===== config.mk =====
export PLATFORM = sky130hd
export DESIGN_NAME = spi_xfer_ctrl
export DESIGN_NICKNAME = d
export VERILOG_FILES = /design/src/rtl/spi_xfer_ctrl.sv
export SDC_FILE = /design/constraint.sdc
export NUM_CORES = 1
export LEC_CHECK = 0
export ABC_AREA = 1
export BUFFER_PORTS_ARGS = -buffer_cell sky130_fd_sc_hd__buf_2
export CAP_MARGIN = 40
export CORE_MARGIN = 8
export CORE_UTILIZATION = 25
export CTS_CLUSTER_SIZE = 10
export DETAILED_ROUTE_END_ITERATION = 10
export PLACE_DENSITY = 0.45
export SYNTH_ARGS = -nofsm -noshare
export SYNTH_HDL_FRONTEND = slang
export SYNTH_SLANG_ARGS = --single-unit

===== constraint.sdc =====
create_clock -name i_clk -period 1.8 [get_ports i_clk]
set_input_delay 0.27 -clock i_clk [delete_from_list [all_inputs] [get_ports i_clk]]
set_output_delay 0.27 -clock i_clk [all_outputs]
set_load 0.005 [all_outputs]

===== src/rtl/spi_xfer_ctrl.sv =====
// SPI master transfer controller: SCLK divider, edge counting, chip-select decode
// and CPOL/CPHA strobe timing for an external shift-register datapath.
module spi_xfer_ctrl #(
    parameter int DATA_WIDTH = 8,
    parameter int CLK_DIV    = 4,
    parameter int NUM_CS     = 2,
    parameter int CS_W       = 1
) (
    input  logic              i_clk,
    input  logic              i_rst,
    input  logic              i_data_valid,
    input  logic [CS_W-1:0]   i_cs_sel,
    input  logic              i_cpol,
    input  logic              i_cpha,
    output logic              o_ready,
    output logic              o_load,
    output logic              o_shift,
    output logic              o_sample,
    output logic              o_sclk,
    output logic [NUM_CS-1:0] o_cs_n,
    output logic              o_busy,
    output logic              o_done
);

    localparam int EDGES  = 2 * DATA_WIDTH;
    localparam int EDGE_W = $clog2(EDGES);
    localparam int DIV_W  = (CLK_DIV > 1) ? $clog2(CLK_DIV) : 1;
    localparam logic [EDGE_W-1:0] LAST_EDGE = EDGE_W'(EDGES - 1);
    localparam logic [DIV_W-1:0]  DIV_TC    = DIV_W'(CLK_DIV - 1);

    typedef enum logic [1:0] {IDLE, LOAD, TRANS, GAP} state_t;

    state_t              state, state_next;
    logic [DIV_W-1:0]    div_cnt, div_next;
    logic [EDGE_W-1:0]   edge_cnt, edge_next;
    logic [CS_W-1:0]     cs_q, cs_next;
    logic                cpol_q, cpol_next;
    logic                cpha_q, cpha_next;
    logic                pending, pending_next;
    logic                sclk_next;
    logic [NUM_CS-1:0]   cs_n_next;
    logic                tc, last_edge, accept, same_cfg, sample_edge;

    // Out-of-range selects decode to no active line at all
    function automatic logic [NUM_CS-1:0] decode_cs(input logic [CS_W-1:0] sel);
        logic [NUM_CS-1:0] dec;
        dec = '1;
        for (int i = 0; i < NUM_CS; i++) begin
            if (sel == CS_W'(i)) dec[i] = 1'b0;
        end
        return dec;
    endfunction

    assign tc          = (div_cnt == DIV_TC);
    assign last_edge   = (state == TRANS) && tc && (edge_cnt == LAST_EDGE);
    assign o_ready     = (state == IDLE) || last_edge;
    assign o_busy      = (state != IDLE);
    assign accept      = i_data_valid && o_ready;
    assign same_cfg    = (i_cs_sel == cs_q) && (i_cpol == cpol_q) && (i_cpha == cpha_q);
    assign sample_edge = cpha_q ? edge_cnt[0] : ~edge_cnt[0];

    always_comb begin
        state_next   = state;
        div_next     = div_cnt;
        edge_next    = edge_cnt;
        cs_next      = cs_q;
        cpol_next    = cpol_q;
        cpha_next    = cpha_q;
        pending_next = pending;
        o_load       = 1'b0;
        o_shift      = 1'b0;
        o_sample     = 1'b0;
        o_done       = 1'b0;
        case (state)
            IDLE: begin
                if (accept) begin
                    cs_next    = i_cs_sel;
                    cpol_next  = i_cpol;
                    cpha_next  = i_cpha;
                    state_next = LOAD;
                end
            end
            LOAD: begin
                o_load     = 1'b1;
                div_next   = '0;
                edge_next  = '0;
                state_next = TRANS;
            end
            TRANS: begin
                o_sample = tc && sample_edge;
                // With CPHA=1 the load already put bit 0 on the line
                o_shift  = tc && !sample_edge && !(cpha_q && (edge_cnt == '0));
                if (tc) begin
                    div_next  = '0;
                    edge_next = edge_cnt + 1'b1;
                end else begin
                    div_next = div_cnt + 1'b1;
                end
                if (last_edge) begin
                    o_done    = 1'b1;
                    edge_next = '0;
                    if (accept && same_cfg) begin
                        state_next = LOAD;
                    end else begin
                        if (accept) begin
                            cs_next      = i_cs_sel;
                            cpol_next    = i_cpol;
                            cpha_next    = i_cpha;
                            pending_next = 1'b1;
                        end
                        state_next = GAP;
                    end
                end
            end
            GAP: begin
                if (tc) begin
                    div_next     = '0;
                    pending_next = 1'b0;
                    state_next   = pending ? LOAD : IDLE;
                end else begin
                    div_next = div_cnt + 1'b1;
                end
            end
            default: state_next = IDLE;
        endcase
    end

    // SCLK and selects are registered, so they are computed for the upcoming state
    always_comb begin
        sclk_next = cpol_next;
        cs_n_next = '1;
        if (state_next == TRANS) begin
            sclk_next = ((state == TRANS) && tc) ? ~o_sclk : o_sclk;
        end
        if ((state_next == LOAD) || (state_next == TRANS)) begin
            cs_n_next = decode_cs(cs_next);
        end
    end

    always_ff @(posedge i_clk) begin
        if (i_rst) begin
            state    <= IDLE;
            div_cnt  <= '0;
            edge_cnt <= '0;
            cs_q     <= '0;
            cpol_q   <= 1'b0;
            cpha_q   <= 1'b0;
            pending  <= 1'b0;
            o_sclk   <= 1'b0;
            o_cs_n   <= '1;
        end else begin
            state    <= state_next;
            div_cnt  <= div_next;
            edge_cnt <= edge_next;
            cs_q     <= cs_next;
            cpol_q   <= cpol_next;
            cpha_q   <= cpha_next;
            pending  <= pending_next;
            o_sclk   <= sclk_next;
            o_cs_n   <= cs_n_next;
        end
    end

endmodule

# Word level (Yosys, flattened, before mapping)
# Index checks and enable logic that the tools add are counted.
# totals
input_bits	6
mem_bits_rw	0
output_inout_bits	9
ff_bits	15
memories	0
word_cells	94
rom_bits	0
latch_bits	0
# op_classes
shift	0
multipliers	0
muxes	38
n_lt_le_gt_ge	0
addsub	2
n_div	0
eq_ne	16
n_bitwise	3
reduce_logical	26
# ops
op	n
two-way mux 1 bit	24
logical AND 1 bit	10
two-way mux 2 bit	5
!= test 2 bit, second input constant	5
nonzero test 2 bit	5
equality test 2 bit, second input constant	4
two-way mux 4 bit	2
case mux 1 bit (2 select lines)	4
case mux 2 bit (4 select lines)	1
case mux 4 bit (2 select lines)	1
AND reduction 5 bit	1
adder 4 x 1 -> 4 bit, second input constant	1
equality test 2 x 1 -> 1 bit, second input constant	2
equality test 4 bit, second input constant	1
logical NOT 4 bit	1
case mux 2 bit (2 select lines)	1
OR reduction 2 bit	2
equality test 1 bit	3
!= test 3 bit, second input constant	1
inverter 1 bit	3
AND reduction 3 bit	1
adder 2 x 1 -> 2 bit, second input constant	1
logical NOT 1 bit	2
logical NOT 2 bit	1
other kinds (2)	3

# Depth between registers and ports, before layout
# Gate-level depths: netlist of run 1.
# depth
ltp_word	13
depth_mapped	13
ltp_nobuf	12

# Worst setup path after synthesis of run 1
# No wires, ideal clock.
# synth_path
path_type	reg2reg
from	register edge_cnt[0]
to	register o_cs_n[0]
arrival_ns	1.615
setup_slack_ns	0.056
n_path_buf	0
required_time_ns	1.671
period_less_slack_ns	1.744
path_stages_with_launch	12
setup_time_ns	0.129
path_cell_list	dfxtp_1 -> ha_1 -> nand3_2 -> o21ai_4 -> nand2_4 -> inv_4 -> nand2_1 -> nand2_1 -> nand2_1 -> ha_1 -> inv_1 -> nand3_1
# synth_via
elab_chain_cells	12
word_cells_on_any_way	19
classes_between	eq/ne: 3; mux: 9; bitwise: 1; reduce/logical: 6
# synth_rtl
item	line	source
start: declaration	35	logic [EDGE_W-1:0] edge_cnt, edge_next;
start signal: assignment	154	edge_cnt <= edge_next;
equality test 4 bit *	55	assign last_edge = (state == TRANS) && tc && (edge_cnt == LAST_EDGE);
logical AND 1 bit *	55	
logical OR 1 bit *	56	assign o_ready = (state == IDLE) || last_edge;
named net o_ready	15	output logic o_ready,
logical AND 1 bit *	58	assign accept = i_data_valid && o_ready;
logical AND 1 bit	102	if (accept && same_cfg) begin
two-way mux 2 bit	102	
two-way mux 2 bit	99	if (last_edge) begin
case mux 2 bit (4 select lines) *	74	case (state)
named net state_next[1]	33	state_t state, state_next;
equality test 2 x 1 -> 1 bit / equality test 2 bit (equally long branches)	135	if ((state_next == LOAD) || (state_next == TRANS)) begin
logical OR 1 bit *	135	
inverter 1 bit (no line) *	-	
OR reduction 2 bit (no line) *	-	
end signal: assignment	160	o_cs_n <= cs_n_next;
end: declaration	20	output logic [NUM_CS-1:0] o_cs_n,
# The timed path passes the listed nets; every way through them passes the cells marked *.
# A chain may end at the register's enable or synchronous reset.

# Worst setup path after layout of run 1
# layout_path
from	register state[1]
to	output o_shift
# layout_via
elab_chain_cells	2
# layout_rtl
item	line	source
start: declaration	33	
start signal: assignment	152	state <= state_next;
equality test 2 bit	74	
two-way mux 1 bit	74	
end: declaration	17	output logic o_shift,
# No other way between the ends.

==> flow_metrics.tcl, run 1 <==
set metrics [dict create \
    fin_skew_ns 0.00193 \
    worstSkewPairLatency_ns 0.28 \
    cp_cell_sequence "buf_4 -> inv_2 -> nor2_4 -> nand3_1 -> a31oi_1 -> buf_2" \
    fmax_mhz 598 \
    finalSetupTns_ns 0 \
    cts_tree "done" \
    clock-sinks 15 \
    final-setup-viol-count 0 \
    worstPathMaxFanout 5 \
    status "finished, final reports clean" \
    vias 804 \
    setup_ws_ns 0.126 \
    netlist.area_leader.share_pct 34.4 \
    slew_violations 0 \
    netlist_area_sq_um 872 \
    nets 156 \
    synthFlopType "dfxtp_1" \
    detail_route.wirelength_microns 2160 \
    drive_gt1_share_pct 39.6 \
    drv_cap 0 \
    crit_required_ns 1.53 \
    grt_util_met1_pct 12.0 \
    antennaDiodeCount 0 \
    critPathSlowestCell "dfxtp_2" \
    hold_slack_ns 0.270 \
    rows 21 \
    grt_overflow 0 \
    cts_made_buffers 3 \
    grt_start_max_net_pins 9 \
    worstPathArrival_ns 1.40 \
    power_density_nw_per_um2 778 \
    grtUsageMet3_pct 3.60 \
    antenna_found_initial 0 \
    top_usage_layer "met1" \
    ir_drop_mv 0.403 \
    area_delta_synth_final_pct 33.3 \
    drtIter0Drc 62 \
    synthCells 113 \
    timing.final.crit_share_pct 93.0 \
    power.total_mw 0.905 \
    finalCriticalPeriod_ns 1.67 \
    dieArea_sq_um 5630 \
    pin_count 15 \
    numPortBuffers 14 \
    final_util_pct 34.8 \
    critPathBufInv 3 \
    wl_per_cell_microns 11.4 \
    drc 0 \
    min_path_type "in -> reg" \
    grt_pass1_vias 753 \
    grt_use_met2_pct 11.6 \
    hpwl_microns 1700 \
    ant_nets 0 \
    synthArstFlopShare_pct 0 \
    die_y_microns 75.1 \
    synth_edf_count 0 \
    critPathMaxStageDelay_ns 0.40 \
    synth_seq_cells 15 \
    ys_types 29 \
    post-place-ws_ns 0.0659 \
    cts_hold_buf 0 \
    tightestPinTransition_ns 0.275 \
    power.leakage_nw 0.516 \
    ys_warn_count 0 \
    cp_top_family "flip-flops" \
    relSlewSlack_pct 81.5 \
    critPathCaptureType "primary output" \
    coreArea_sq_um 3340 \
    post_synth_main_area_contributors "dfxtp_1 (34%), nand2_1 (9.5%), ha_1 (7.2%), a21oi_1 (5.2%), inv_1 (5.2%)" \
    start_util_pct 26.1 \
    avgSynthCellArea_sq_um 7.72 \
    gp_congestion 0.766 \
    cts_buffer_depth 2 \
    final_hold_viol_count 0 \
    path_class "reg -> out" \
    yosysSeqAreaShare_pct 34.4 \
    viasPerCell 4.23 \
    yosysTopAreaCell "dfxtp_1" \
    dr.pass1.iters 4 \
    grt_pass1_wl_microns 3620 \
    clk_pin_slew_worst_paths_ns 0.09 \
    synth_nets 124 \
    htree_num_levels 1 \
    grt_usage_pct 8.51 \
    die_w_microns 75.1 \
    cts_root_buffer "clkbuf_4" \
    crit_path_start_kind "flop" \
]
logic make-up (layout without fill, tap and decap cells):
group	count (synthesis)	count (layout)	share of synthesized area, %
AND/OR/NAND/NOR	47	47	28.0
AO/OA/AOI/OAI	22	22	16.1
buffers and inverters	18	49	8.32
flip-flops	15	15	34.4
XOR/XNOR	6	6	6.03
adder cells (fa/ha/maj)	5	5	7.17
sequential cells by signal, indices dropped and copies added (netlist names):
name,count
cs_q,1
edge_cnt,4
cpol_q,1
pending,1
div_cnt,2
state,2
o_cs_n,2
o_sclk,1
cpha_q,1
layer usage:
metal / up-vias / routed length, microns / part of all wire [%]
li1: 427 / - / -
met1: 361 / 1110 / 51
met2: 14 / 896 / 41
met3: 2 / 137 / 6.3
met4: 0 / 14 / 0.65
met5: - / 0 / 0
per-stage QoR:
stage / std cells / area [sq um]
floorplan: 113 / 872
global placement: 182 / 1070
detailed placement: 182 / 1070
CTS: 186 / 1100
global route: 190 / 1160
finish: 190 / 1160
synthesized netlist by cell type (3+ instances only):
library cell / instances
nand2_1: 22
dfxtp_1: 15
inv_1: 12
a21oi_1: 9
nor2_1: 7
nand3_1: 6
ha_1: 5
o21ai_0: 4
xor2_1: 4
inv_2: 3
nand2_2: 3
power by group:
part	switching (mW)	internal [mW]
Combinational	0.170	0.135
Clock	0.114	0.0861
Sequential	0.0298	0.370
Total	0.314	0.591
final timing paths:
check             start   endpoint  slack [ns]  depth (start not counted)
min              i_cpol     cpol_q        0.27                          3
min reg2reg     pending    pending        0.47                          2
max            state[1]    o_shift        0.13                          6
max reg2reg  div_cnt[0]  o_cs_n[0]        0.13                         11
worst min-delay path, stage by stage:
cell     delay [ns]
buf_2          0.11
nand2_1        0.08
a21oi_1        0.06
cell type report:
cell class / instances / area, sq um
flip-flops and latches: 15 / 309
fillers: 371 / 2170
well taps: 46 / 57.6
repair buffers: 29 / 183
clock buffers: 4 / 26.3
multi-input cells: 80 / 524
inverters: 16 / 62.6
cells in the final DEF, fill, tap and decap left out, drive strengths merged:
cell type / Yosys / routed
a21oi: 11 / 11
a31oi: 1 / 1
buf: 1 / 29
clkbuf: 1 / 4
dfxtp: 15 / 15
ha: 5 / 5
inv: 16 / 16
nand2: 26 / 26
nand3: 8 / 8
nand4: 1 / 1
nor2: 11 / 11
o211a: 1 / 1
o21ai: 8 / 8
o22ai: 1 / 1
or2: 1 / 1
xnor2: 2 / 2
xor2: 4 / 4
timing repair:
action | CTS | global route
setup buffers | 0 | 4
pin swaps | 0 | 2
endpoints found under the setup margin | 1 | 4
resized for setup | 1 | 9
No activity file was read; power rests on OpenSTA's default activity.
==> inputs of run 2 (changes only) <==
--- a/config.mk
+++ b/config.mk
@@ -7,3 +7,2 @@
 export LEC_CHECK = 0
-export ABC_AREA = 1
 export BUFFER_PORTS_ARGS = -buffer_cell sky130_fd_sc_hd__buf_2
@@ -14,3 +13,2 @@
 export DETAILED_ROUTE_END_ITERATION = 10
-export PLACE_DENSITY = 0.45
 export SYNTH_ARGS = -nofsm -noshare
--- a/constraint.sdc
+++ b/constraint.sdc
@@ -3,2 +3,2 @@
 set_output_delay 0.27 -clock i_clk [all_outputs]
-set_load 0.005 [all_outputs]
+set_load 0.02 [all_outputs]
==> run 2 against run 1 <==
Net effect:
- power fell by 20%
- maximum frequency fell by 1.4%
- highest routed layer unchanged
- clock power fell by 4%
- critical path type is now reg -> reg
- first-iteration DRC count fell by 63%
==> flow_metrics.tcl, run 2 <==
set metrics [dict create \
    dp_cells 163 \
    wl_met2_microns 977 \
    worstSkewPairLatency_ns 0.29 \
    worstPathMaxFanout 3 \
    cts_tree "done" \
    netlist_area_sq_um 860 \
    hpwl_microns 1530 \
    ir_drop_mv 0.433 \
    grt_pass1_vias 737 \
    top_register "edge_cnt" \
    vias 758 \
    cts_made_buffers 3 \
    slew_violations 0 \
    area_delta_synth_final_pct 29.0 \
    viasPerCell 4.54 \
    die_y_microns 74.6 \
    cts_hold_buf 0 \
    critPathMaxStageDelay_ns 0.33 \
    finalCriticalPeriod_ns 1.70 \
    power_density_nw_per_um2 655 \
    status "finished, final reports clean" \
    grt_start_max_net_pins 17 \
    grt_usage_pct 7.47 \
    antenna_found_initial 0 \
    cts_buffer_depth 2 \
    grt_overflow 0 \
    timing.final.crit_share_pct 94.3 \
    fin_skew_ns 0.00458 \
    netlist.area_leader.share_pct 34.9 \
    rsz0062_at_grt "no" \
    post_layout_nonfiller_instances 167 \
    synthFlopType "dfxtp_1" \
    grt_pass1_wl_microns 3170 \
    ant_nets 0 \
    final_hold_viol_count 0 \
    crit-reg2reg-launch "edge_cnt[0]" \
    dieArea_sq_um 5570 \
    crit_path_start_kind "flop" \
    synth_edf_count 0 \
    ys_warn_count 0 \
    post-place-ws_ns 0.0301 \
    yosysTopAreaCell "dfxtp_1" \
    synth_common_cells "dfxtp_1 (15), nor2_1 (14), a21oi_1 (7)" \
    cp_cell_sequence "ha_1 -> nand4_2 -> or2b_1 -> a32oi_2 -> ha_1 -> nor2_2 -> nand2_1" \
    detail_route.wirelength_microns 1990 \
    drtIter0Drc 23 \
    synth_seq_cells 15 \
    wl_met3_microns 121 \
    crit_start "edge_cnt[0]" \
    drive_gt1_share_pct 35.5 \
    cts_root_buffer "clkbuf_4" \
    highest_layer "met4" \
    finalSetupTns_ns 0 \
    synthCells 98 \
    yosysSeqAreaShare_pct 34.9 \
    synthArstFlopShare_pct 0 \
    setup_ws_ns 0.102 \
    drv_cap 0 \
    path_class "reg -> reg" \
    clock-sinks 15 \
    n_fill_cell 368 \
    wl_met1_microns 865 \
    final_util_pct 33.5 \
    gp_congestion 0.740 \
    min_path_type "in -> reg" \
    post_synth_main_area_contributors "dfxtp_1 (35%), ha_1 (7.3%), nor2_1 (6.1%), a21oi_1 (4.1%), xor2_1 (4.1%)" \
    numPortBuffers 14 \
    synth_nets 109 \
    largest_reg_flops 4 \
    start_util_pct 26.0 \
    rows 21 \
    yosysMostFrequentCell "dfxtp_1" \
    ys_types 34 \
    postCtsSetupRepairBufs 0 \
    pin_count 15 \
    wl_per_cell_microns 11.9 \
    cpMostUsedCell "ha_1" \
    die_w_microns 74.6 \
    fmax_mhz 589 \
    coreArea_sq_um 3310 \
    nets 133 \
    hold_slack_ns 0.261 \
    drc 0 \
    relSlewSlack_pct 74.4 \
    clk_pin_slew_worst_paths_ns 0.09 \
    critPathCaptureType "flop" \
    min-delay-start "i_cpha" \
    layout_common_cells "nor2_1 (12), buf_2 (12), dfxtp_1 (11), buf_4 (11), a21oi_1 (7)" \
    final-setup-viol-count 0 \
    tightestPinTransition_ns 0.380 \
    antennaDiodeCount 0 \
    worstPathArrival_ns 1.88 \
    crit_required_ns 1.98 \
    avgSynthCellArea_sq_um 8.77 \
    critPathSlowestCell "dfxtp_1" \
    power.leakage_nw 0.484 \
    dr.pass1.iters 4 \
    htree_num_levels 1 \
]
## run 2: cell types whose count changed in the layout (fill, tap and decap cells not counted), moves of 3 or more
cell,change
nor2_1,+5
nor2b_1,+4
buf_4,-4
nand2_2,-3
nand3_1,-4
inv_2,-3
inv_1,-7
nand2b_1,+3
mux2i_1,+3
o21ai_0,-4
nand2_1,-18
## run 2: path summary, 6_finish.rpt
kind / slack (ns) / to / depth (start not counted)
worst min register to register: 0.50 / pending / 1
worst max register to register: 0.10 / o_cs_n[0] / 7
worst max-delay path: 0.10 / o_cs_n[0] / 7
worst min-delay path: 0.26 / cpha_q / 3
## run 2: final cells by class
type                    instances  area [sq um]  area share [%]
clock buffers                   3          22.5            2.03
clock inverters                 1          5.00           0.451
inverters                       5          18.8            1.69
multi-input cells              74           557            50.2
flip-flops and latches         15           305            27.5
well taps                      46          57.6            5.19
repair buffers                 23           143            12.9
## run 2: cell families (layout without fill, tap and decap cells)
group	Yosys count	count (layout)	share of synthesized area (%)
mux	3	3	3.49
xor+xnor	4	4	4.08
fa+ha+maj	5	5	7.28
buf+inv	9	32	4.37
simple gates	41	41	27.1
compound gates	21	21	18.8
flops	15	15	34.9
## run 2: where the power goes
| part | switching [mW] | total, mW | internal [mW] |
|---|---|---|---|
| logic | 0.0944 | 0.164 | 0.0700 |
| clock network | 0.111 | 0.193 | 0.0826 |
| registers | 0.0165 | 0.368 | 0.352 |
| total | 0.222 | 0.726 | 0.504 |
## run 2: metal layers
metal	vias to the layer above	track usage, %
li1	395	-
met1	347	8.01
met2	14	11.9
met3	2	3.60
met4	0	3.91
met5	-	0
## run 2: worst max-delay path, delay by kind of cell, from the launching register on
| kind | cells | cell delay (ns) |
|---|---|---|
| fa+ha+maj | 2 | 0.50 |
| compound gates | 1 | 0.19 |
| flops | 1 | 0.33 |
| simple gates | 4 | 0.57 |
## run 2: metrics by stage
stage                     power (mW)  cell area [sq um]
after CTS                      0.729               1070
after detailed placement       0.531               1040
after global routing           0.767               1110
final                          0.726               1110
after global placement         0.528               1040
after floorplan                0.477                860
## run 2: what timing repair did
action                     in CTS  in global routing
resized for setup               3                 10
setup endpoints to repair       2                  5
pin swaps                       1                  4
hold endpoints to repair        0                  0
